## config.mk

```make
export PLATFORM = sky130hd
export DESIGN_NAME = rr_burst_scheduler
export DESIGN_NICKNAME = d
export VERILOG_FILES = /design/src/rtl/rr_burst_scheduler.sv
export SDC_FILE = /design/constraint.sdc
export NUM_CORES = 1
export LEC_CHECK = 0
export ABC_CLOCK_PERIOD_IN_PS = 5460
export BUFFER_PORTS_ARGS = -buffer_cell sky130_fd_sc_hd__buf_2
export CORE_ASPECT_RATIO = 0.75
export CORE_MARGIN = 8
export CORE_UTILIZATION = 58
export DETAILED_ROUTE_END_ITERATION = 8
export HOLD_SLACK_MARGIN = 0.1
export PLACE_DENSITY_LB_ADDON = 0.12
export SETUP_SLACK_MARGIN = 0.3
export SYNTH_ARGS = -nofsm -noshare
export SYNTH_HDL_FRONTEND = slang
export SYNTH_SLANG_ARGS = --single-unit
```

## constraint.sdc

```tcl
create_clock -name clk -period 5.46 [get_ports clk]
set_clock_uncertainty 0.15 [all_clocks]
set_input_delay 0.273 -clock clk [delete_from_list [all_inputs] [get_ports clk]]
set_output_delay 0.273 -clock clk [all_outputs]
set_load 0.03 [all_outputs]
```

## src/rtl/rr_burst_scheduler.sv

```systemverilog
// Round-robin burst arbiter: one owner holds the shared resource for up to MAX_BURST beats.
// Optional macro RR_BURST_SCHED_TURNAROUND_EN inserts a one-cycle GAP after every release.
module rr_burst_scheduler #(
    parameter int PORTS     = 4,
    parameter int MAX_BURST = 8
) (
    input  logic                           clk,
    input  logic                           rst_n,
    input  logic [PORTS-1:0]               req,
    input  logic [PORTS-1:0]               req_last,
    input  logic                           out_ready,
    output logic [PORTS-1:0]               grant,
    output logic [$clog2(PORTS)-1:0]       grant_port,
    output logic                           grant_valid,
    output logic                           beat,
    output logic [$clog2(MAX_BURST+1)-1:0] burst_cnt
);

    localparam int PW = $clog2(PORTS);
    localparam int CW = $clog2(MAX_BURST+1);

`ifdef RR_BURST_SCHED_TURNAROUND_EN
    typedef enum logic [1:0] {IDLE, BURST, GAP} state_e;
`else
    typedef enum logic {IDLE, BURST} state_e;
`endif

    state_e         state_q, state_d;
    logic [PORTS-1:0] ptr_q, ptr_d;
    logic [PORTS-1:0] grant_q, grant_d;
    logic [PW-1:0]    port_q, port_d;
    logic             valid_q, valid_d;
    logic [CW-1:0]    cnt_q, cnt_d;

    logic [PORTS-1:0] ptr_rot, ptr_arb, ge_mask, req_hi, pick_vec, win_onehot;
    logic [PW-1:0]    win_idx;
    logic             any_req, at_cap, release_now;

    assign beat        = valid_q & req[port_q] & out_ready;
    assign at_cap      = (cnt_q == CW'(MAX_BURST-1));
    assign release_now = (state_q == BURST) &
                         (~req[port_q] | (beat & (req_last[port_q] | at_cap)));

    // Pointer after release is the owner's one-hot rotated up by one port.
    assign ptr_rot = {grant_q[PORTS-2:0], grant_q[PORTS-1]};
`ifdef RR_BURST_SCHED_TURNAROUND_EN
    assign ptr_arb = ptr_q;
`else
    assign ptr_arb = release_now ? ptr_rot : ptr_q;
`endif

    // ge_mask marks ports at or above the pointer; they win before wrapped ports.
    generate
        for (genvar gi = 0; gi < PORTS; gi++) begin : g_mask
            assign ge_mask[gi] = |ptr_arb[gi:0];
        end
    endgenerate

    assign any_req  = |req;
    assign req_hi   = req & ge_mask;
    assign pick_vec = (|req_hi) ? req_hi : req;

    always_comb begin
        win_idx = '0;
        for (int i = PORTS-1; i >= 0; i--) begin
            if (pick_vec[i]) win_idx = PW'(i);
        end
    end

    assign win_onehot = PORTS'(1) << win_idx;

    always_comb begin
        state_d = state_q;
        ptr_d   = ptr_q;
        grant_d = grant_q;
        port_d  = port_q;
        valid_d = valid_q;
        cnt_d   = cnt_q;
        case (state_q)
            BURST: begin
                if (release_now) begin
                    ptr_d = ptr_rot;
                    cnt_d = '0;
`ifdef RR_BURST_SCHED_TURNAROUND_EN
                    grant_d = '0;
                    port_d  = '0;
                    valid_d = 1'b0;
                    state_d = GAP;
`else
                    if (any_req) begin
                        grant_d = win_onehot;
                        port_d  = win_idx;
                        valid_d = 1'b1;
                    end else begin
                        grant_d = '0;
                        port_d  = '0;
                        valid_d = 1'b0;
                        state_d = IDLE;
                    end
`endif
                end else if (beat) begin
                    cnt_d = cnt_q + CW'(1);
                end
            end
            default: begin
                // IDLE and GAP arbitrate identically; GAP simply has nowhere else to go.
                state_d = IDLE;
                if (any_req) begin
                    grant_d = win_onehot;
                    port_d  = win_idx;
                    valid_d = 1'b1;
                    cnt_d   = '0;
                    state_d = BURST;
                end
            end
        endcase
    end

    always_ff @(posedge clk or negedge rst_n) begin
        if (!rst_n) begin
            state_q <= IDLE;
            ptr_q   <= PORTS'(1);
            grant_q <= '0;
            port_q  <= '0;
            valid_q <= 1'b0;
            cnt_q   <= '0;
        end else begin
            state_q <= state_d;
            ptr_q   <= ptr_d;
            grant_q <= grant_d;
            port_q  <= port_d;
            valid_q <= valid_d;
            cnt_q   <= cnt_d;
        end
    end

    assign grant       = grant_q;
    assign grant_port  = port_q;
    assign grant_valid = valid_q;
    assign burst_cnt   = cnt_q;

endmodule

```

# Yosys cells after proc, flatten, opt, wreduce, memory -nomap -nowiden

Index checks and enable logic that the tools add are counted.
W data, S select, Z words.

Flip-flop bits (word level): 16
Bits of input ports: 11
Logic and storage cells: 56

$add $sub $neg: 1
Order comparisons: 1
Eq/ne operators: 3
Shifts and indexed selects: 1
Multiplexer cells: 28
Bitwise operators: 8
Reduce and logical (&&, ||, !) cells: 8

Operator list:

| kind                  | count |
|---|---|
| $mux W4               | 10 |
| $mux W2               | 8 |
| $reduce_or A4 Y1      | 3 |
| $mux W1               | 8 |
| $add A4 B1 Y4 const B | 1 |
| $and A1 B1 Y1         | 4 |
| $and A4 B4 Y4         | 1 |
| $bmux W1 S2           | 2 |
| $eq A4 B3 Y1 const B  | 1 |
| $reduce_and A2 Y1     | 2 |
| $shl A1 B2 Y4 const A | 1 |
| $lt A2 B3 Y1 const B  | 1 |
| $ne A3 B2 Y1 const B  | 1 |
| $reduce_or A3 Y1      | 1 |
| $ne A2 B1 Y1 const B  | 1 |
| $or A1 B1 Y1          | 2 |
| $reduce_bool A2 Y1    | 1 |
| $reduce_or A2 Y1      | 1 |
| $not A1 Y1            | 1 |

# Longest topological paths before layout

Gate-level depths: netlist (run 1).

Depth after elaboration: 20
Gate-level depth with buffers: 8
Depth with buffers taken out: 7

# Worst setup path before layout (run 1)

OpenSTA, ideal clock, no wires.

Path type: register -> register
From: register port_q[0], in the netlist grant_port[0]
To: register port_q[0], in the netlist grant_port[0]
Library setup time: 0.141 ns
Data arrival time: 2.461 ns
Required time: 5.169 ns
Slack: 2.708 ns
Cell stages (with the launch flop): 8
Path buffers: 1
Path through: dfrtp_1 -> mux4_2 -> o21ai_2 -> a21o_1 -> buf_4 -> mux2_4 -> a221oi_2 -> o31ai_1

Cells in the longest elaborated chain, start to end: 19
Elaborated cells on any way between the ends: 28
Classes of those cells: 1 x eq/ne; 14 x mux; 8 x bitwise; 5 x reduce/logical

RTL lines:

| what                                     | RTL line | text |
|---|---|---|
| start, declared                          | 31       | `logic [PW-1:0] port_q, port_d;` |
| start signal, assigned                   | 131      | `port_q <= port_d;` |
| $bmux W1 S2                              | 39, 42   |  |
| $mux W1 (implied by the code)            | 39, 42   |  |
| $and A1 B1 Y1 (2 in a row)               | 39       | `assign beat = valid_q & req[port_q] & out_ready;` |
| $and A1 B1 Y1                            | 42       | `(~req[port_q] \| (beat & (req_last[port_q] \| at_cap)));` |
| $or A1 B1 Y1 (*)                         | 42       |  |
| $and A1 B1 Y1 (*)                        | 41       | `assign release_now = (state_q == BURST) &` |
| $mux W4                                  | --       |  |
| $reduce_or A4 Y1 (tied with other cells) | 55       | `assign ge_mask[gi] = \|ptr_arb[gi:0];` |
| $and A4 B4 Y4                            | 60       | `assign req_hi = req & ge_mask;` |
| $reduce_or A4 Y1                         | 61       | `assign pick_vec = (\|req_hi) ? req_hi : req;` |
| $mux W4                                  | 61       |  |
| $mux W2 (4 in a row)                     | 66       | `if (pick_vec[i]) win_idx = PW'(i);` |
| $mux W2                                  | 90       | `if (any_req) begin` |
| $mux W2                                  | 81       | `if (release_now) begin` |
| $mux W2                                  | 79       | `case (state_q)` |

Mark *: on every way between the ends. The rest lies on a longest branch, timed or not. The select of a mux whose other input is x is not followed.
A chain may end at the register's enable or synchronous reset.

# Worst setup path in the final report (run 1)

From: register port_q[0], in the netlist grant_port[0]
To: register grant_q[1], in the netlist grant[1]

Cells in the longest elaborated chain, start to end: 20
Elaborated cells on any way between the ends: 29
Classes of those cells: 1 x eq/ne; 1 x shift; 14 x mux; 8 x bitwise; 5 x reduce/logical

RTL lines:

| what                                     | RTL line | text |
|---|---|---|
| $bmux W1 S2                              | 39, 42   |  |
| $mux W1 (implied by the code)            | 39, 42   |  |
| $and A1 B1 Y1 (2 in a row)               | 39       |  |
| $and A1 B1 Y1                            | 42       |  |
| $or A1 B1 Y1 (*)                         | 42       |  |
| $and A1 B1 Y1 (*)                        | 41       |  |
| $mux W4                                  | --       |  |
| $reduce_or A4 Y1 (tied with other cells) | 55       |  |
| $and A4 B4 Y4                            | 60       |  |
| $reduce_or A4 Y1                         | 61       |  |
| $mux W4                                  | 61       |  |
| $mux W2 (4 in a row)                     | 66       |  |
| $shl A1 B2 Y4                            | 70       | `assign win_onehot = PORTS'(1) << win_idx;` |
| $mux W4                                  | 90       |  |
| $mux W4                                  | 81       |  |
| $mux W4                                  | 79       |  |
| end signal, assigned                     | 130      | `grant_q <= grant_d;` |
| end, declared                            | 30       | `logic [PORTS-1:0] grant_q, grant_d;` |

Marks and branches as above.

==> results of run 1 <==
## per-layer routing
metal / track usage, % / wire, µm / up-vias
li1: - / - / 518
met1: 26.21 / 1370 / 518
met5: 0 / 0 / -
met3: 4.703 / 229 / 5
met4: 4.844 / 24 / 0
met2: 31.06 / 1426 / 53
## logic make-up after synthesis
logic type | synth area share [%]
adders and majority gates | 1.088
xor gates and xnor gates | 1.524
DFF | 34.93
AOI/OAI and AO/OA | 26.23
muxes | 10.77
and+or+nand+nor | 21.11
buffers and inverters | 4.352
## layout by cell type, fill, tap and decap left out, drive strengths merged, types with 2 or more instances in the layout
cell    count
buf        22
nand2      18
dfrtp      15
nor2        9
o21ai       7
o211ai      5
and2        4
inv         4
a211oi      4
nand3       4
nor3        4
o31ai       4
mux2        4
clkbuf      4
mux2i       3
o41ai       3
mux4        2
or4         2
o21a        2
or3b        2
xnor2       2
a21oi       2
a221oi      2
## power breakdown
| part | total [mW] | internal [mW] | leakage [nW] | switching, mW |
|---|---|---|---|---|
| sequential | 0.223 | 0.159 | 0.201 | 0.0640 |
| combinational | 0.431 | 0.172 | 0.367 | 0.260 |
| clock | 0.0802 | 0.0406 | 0.0210 | 0.0396 |
## state kept, by name, summed over array words and instances, names as in the netlist
name / flops
grant_valid: 1
ptr_q: 4
grant: 4
burst_cnt: 4
grant_port: 2
state_q: 1
## worst max path at each step
stage	startpoint	to	slack [ns]	depth (start not counted)
2_1_floorplan	grant_port[0]	grant_port[0]	2.71	7
3_3_place_gp	grant_port[0]	grant_port[0]	2.66	6
3_5_place_dp	grant_port[0]	grant_port[0]	2.60	6
4_1_cts	grant_port[0]	grant[1]	2.57	6
5_1_grt	grant_port[0]	grant[1]	2.35	6
6_report	grant_port[0]	grant[1]	2.58	6
## cell type report
| class | count | share of cell area [%] |
|---|---|---|
| tap | 24 | 2.308 |
| inverter | 4 | 1.154 |
| sequential | 16 | 30.87 |
| multi-input combinational | 99 | 53.65 |
| clock buffer | 4 | 2.788 |
| timing repair buffer | 23 | 9.231 |
## through the flow
stage          power, mW  std cells  util (%)
2_1_floorplan     0.5518        127         -
3_3_place_gp      0.6417        165     64.54
3_5_place_dp      0.6513        165     64.54
4_1_cts           0.7340        170     66.92
5_1_grt           0.7942        170     66.92
6_report          0.7344        170     66.92
==> results.sh, run 1 <==
export IMPL_whs_ns=0.1939
export IMPL_syn2layout_area_growth_pct=13.17
export IMPL_drtIter0Drc=80
export IMPL_synth_warnings=0
export IMPL_ys_ff_latch=16
export IMPL_r2r_cells=6
export IMPL_outcome="completed"
export IMPL_drtAntennaViolNets=0
export IMPL_placed_area_um2=1255
export IMPL_nNetsFinal=159
export IMPL_irDropWorstVdd_mv=0.3994
export IMPL_register_area_um2=401.6
export IMPL_cp_slowest_cell="mux4_2"
export IMPL_grt_antenna_before_repair=0
export IMPL_grt_pass1_vias=1117
export IMPL_yosys_cell_count_top_type="nand2_1"
export IMPL_cts_resized=0
export IMPL_globalRouteTotalUtil_pct=19.49
export IMPL_r2r_end="grant[1]"
export IMPL_synth_top_area_share_pct=32.64
export IMPL_multi_input_area_um2=698.2
export IMPL_synth_async_sr_flop_share_pct=100.0
export IMPL_setup_worst_path_class="flop to flop"
export IMPL_crit_buf_inv=0
export IMPL_num_vias=1094
export IMPL_cts_max_level=1
export IMPL_fin_tns_setup_ns=0
export IMPL_finalHoldViolations=0
export IMPL_gr_total_overflow=0
export IMPL_fin_ws_ns=2.582
export IMPL_synth_main_ff_cell="dfrtp_1"
export IMPL_netlist_area_um2=1150
export IMPL_maxSlewHeadroom_pct=64.03
export IMPL_hold_path_class="input pin to flop"
export IMPL_clk_latency_ns=0.29
export IMPL_n_antenna_cell=0
export IMPL_min_from="req[0]"
export IMPL_synth_distinct_cells=48
export IMPL_wl_um=3050
export IMPL_synth_area_leaders="dfrtp_1, nand2_1, mux4_2"
export IMPL_postSynthCellCount=127
export IMPL_syn_area_per_cell_um2=9.054
export IMPL_clock_sinks=16
export IMPL_min_to="state_q"
export IMPL_cellPowerDensity_nw_per_um2=564.4
export IMPL_fillCellCount=169
export IMPL_drc=0
export IMPL_p_leak_nw=0.5893
export IMPL_start_util_pct=59.14
export IMPL_start_kind="flop"
export IMPL_drt_pass1_iter_count=4
export IMPL_yosysTopAreaCell="dfrtp_1"
export IMPL_grt_pass1_wl_um=5430
export IMPL_slew_violations=0
export IMPL_rows=14
export IMPL_finalCritPeriodShare_pct=52.70
export IMPL_cp_top_family="compound AO/OA/AOI/OAI gates"
export IMPL_required_ns=5.47
export IMPL_die_area_um2=3678
export IMPL_dp_hpwl_um=2317
export IMPL_synth_nets=139
export IMPL_die_x_um=67.42
export IMPL_setup_viol=0
export IMPL_final_cell_area_um2=1301
export IMPL_hold_depth=2
export IMPL_r2r_slack_ns=2.58
export IMPL_io_buffers=22
export IMPL_worst_pin_slew_ns=0.5360
export IMPL_drv_cap=0
export IMPL_die_h_um=54.56
export IMPL_cts_made_buffers=3
export IMPL_max_stage_delay_ns=0.56
export IMPL_fin_crit_ns=2.878
export IMPL_max_freq_ghz=0.3475
export IMPL_cts_max_path_buffers=2
export IMPL_yosys_top_cells_count="nand2_1, dfrtp_1, nor2_1"
export IMPL_fp_coreArea_um2=1944
export IMPL_worstPathCellList="mux4_2 -> o21ai_2 -> a21o_1 -> mux2_4 -> a221oi_2 -> o31ai_1"
export IMPL_clk_pin_slew_worst_paths_ns=0.10
export IMPL_drive_gt1_share_pct=27.40
export IMPL_cp_end_kind="flop"
export IMPL_cts_setup_buffers=0
export IMPL_worst_path_max_fanout=10
export IMPL_cts_hold_buf=1
export IMPL_pin_count=23
export IMPL_rsz0062_at_grt="no"
export IMPL_grt_start_max_net_pins=17
export IMPL_wl_per_cell_um=17.94
export IMPL_cts_tree="yes"
export IMPL_synth_seq_area_share_pct=34.93
export IMPL_gp_congestion=0.9520
export IMPL_dp_slack_ns=2.597
export IMPL_r2r_start="grant_port[0]"
export IMPL_cts_root_buf="clkbuf_4"
export IMPL_drt_vias_per_instance=6.435
export IMPL_synth_edff_count=0
export IMPL_cp_data_arrival_time_ns=2.88
No activity file was read; power rests on OpenSTA's default activity.
==> run 2: changes to the inputs <==
Settings changed: ABC_CLOCK_PERIOD_IN_PS 5460 to 2580, CORE_UTILIZATION 58 to 48.
Clock period 5.46 ns to 2.58 ns, I/O delays scaled along.
==> results.sh, run 2 (synthesis gave the netlist of run 1 again) <==
export IMPL_drv_cap=0
export IMPL_fin_tns_setup_ns=0
export IMPL_drive_gt1_share_pct=34.16
export IMPL_max_stage_delay_ns=0.56
export IMPL_cellPowerDensity_nw_per_um2=1169
export IMPL_irDropWorstVdd_mv=0.6388
export IMPL_drc=0
export IMPL_drt_pass1_iter_count=4
export IMPL_worstPathCellList="mux4_2 -> o21a_2 -> o211ai_1 -> a211oi_1 -> o21a_1 -> o41ai_2"
export IMPL_dp_slack_ns=0.07534
export IMPL_cp_data_arrival_time_ns=2.52
export IMPL_grt_pass1_vias=1114
export IMPL_fin_crit_ns=2.470
export IMPL_multi_input_area_um2=723.2
export IMPL_num_vias=1207
export IMPL_drtAntennaViolNets=0
export IMPL_cp_top_family="compound AO/OA/AOI/OAI gates"
export IMPL_die_area_um2=4234
export IMPL_cts_made_buffers=3
export IMPL_dr_max_layer_used="met4"
export IMPL_wl_per_cell_um=17.19
export IMPL_globalRouteTotalUtil_pct=16.10
export IMPL_final_common_cell="buf_2"
export IMPL_finalHoldViolations=0
export IMPL_slew_violations=0
export IMPL_hold_path_class="input pin to async pin"
export IMPL_clock_sinks=16
export IMPL_crit_buf_inv=0
export IMPL_start_kind="flop"
export IMPL_wl_um=3352
export IMPL_die_h_um=58.39
export IMPL_n_antenna_cell=0
export IMPL_cts_root_buf="clkbuf_4"
export IMPL_p_leak_nw=0.6641
export IMPL_worst_pin_slew_ns=0.4442
export IMPL_nNetsFinal=174
export IMPL_instances_no_fill=195
export IMPL_grt_pass1_wl_um=5354
export IMPL_grt_start_max_net_pins=17
export IMPL_rsz0062_at_grt="yes"
export IMPL_power_mw=1.707
export IMPL_io_buffers=22
export IMPL_cts_max_level=1
export IMPL_fp_coreArea_um2=2290
export IMPL_required_ns=2.62
export IMPL_clk_latency_ns=0.30
export IMPL_grt_antenna_before_repair=0
export IMPL_cts_max_path_buffers=2
export IMPL_gr_total_overflow=0
export IMPL_register_area_um2=402.9
export IMPL_pin_count=23
export IMPL_syn2layout_area_growth_pct=26.99
export IMPL_max_freq_ghz=0.4048
export IMPL_wl_met1_um=1504
export IMPL_rows=15
export IMPL_clk_pin_slew_worst_paths_ns=0.11
export IMPL_final_cell_mix="buf_2, nand2_1, dfrtp_1"
export IMPL_setup_viol=0
export IMPL_outcome="completed"
export IMPL_cts_tree="yes"
export IMPL_wl_met3_um=359
export IMPL_gp_congestion=0.9221
export IMPL_maxSlewHeadroom_pct=70.19
export IMPL_worst_path_max_fanout=5
export IMPL_drtIter0Drc=108
export IMPL_dp_hpwl_um=2378
export IMPL_fin_ws_ns=0.1097
export IMPL_cp_slowest_cell="mux4_2"
export IMPL_drt_vias_per_instance=6.190
export IMPL_place_inst=183
export IMPL_wl_met2_um=1428
export IMPL_die_x_um=72.52
export IMPL_fillCellCount=207
export IMPL_final_core_util_pct=63.77
export IMPL_r2r_slack_ns=0.11
export IMPL_start_util_pct=50.22
export IMPL_cp_end_kind="flop"
export IMPL_finalCritPeriodShare_pct=95.75
export IMPL_setup_worst_path_class="flop to flop"
run 2: worst reg2reg max path: stages (launching register included):
cell	delay [ns]
dfrtp_2	0.41
mux4_2	0.56
o21a_2	0.29
o211ai_1	0.29
a211oi_1	0.11
o21a_1	0.24
o41ai_2	0.33
run 2: metal layers:
layer | vias to the layer above | global-route usage, %
met5 | - | 0
met4 | 0 | 6.534
met3 | 9 | 5.085
met2 | 67 | 22.59
met1 | 581 | 22.08
li1 | 550 | -
run 2: power by group:
group / leakage (nW) / switching (mW) / internal, mW
sequential: 0.200 / 0.114 / 0.338
combinational: 0.443 / 0.618 / 0.466
clock: 0.0210 / 0.0862 / 0.0861
total: 0.664 / 0.818 / 0.890
run 2: final cells by class:
class | count | share of cell area [%]
clock buffer | 4 | 2.485
sequential | 16 | 27.59
timing repair buffer | 38 | 16.45
tap | 34 | 2.913
multi-input combinational | 99 | 49.53
inverter | 4 | 1.028
run 2: path summary, 6_finish.rpt:
| path | start | cells past startpoint | to |
|---|---|---|---|
| max | grant_port[0] | 6 | grant[3] |
| min | rst_n | 2 | burst_cnt[2] |
| max reg2reg | grant_port[0] | 6 | grant[3] |
| min reg2reg | grant_valid | 2 | grant_valid |
| max in group asynchronous | rst_n | 2 | ptr_q[0] |
| min in group clk | req[1] | 3 | grant[3] |
run 2: timing repair:
| action | CTS | global route |
|---|---|---|
| pin swaps | 5 | 4 |
| hold buffers | 4 | 0 |
| endpoints found under the hold margin | 18 | 0 |
| resized for setup | 1 | 1 |
| setup endpoints to repair | 6 | 7 |
| setup buffers | 3 | 1 |
run 2: stage by stage:
step           hold WS [ns]  instance area (µm²)
3_3_place_gp       -0.08474                 1348
4_1_cts              0.1164                 1448
2_1_floorplan       -0.3166                 1174
6_report             0.1135                 1460
3_5_place_dp       -0.08447                 1348
5_1_grt              0.1324                 1460
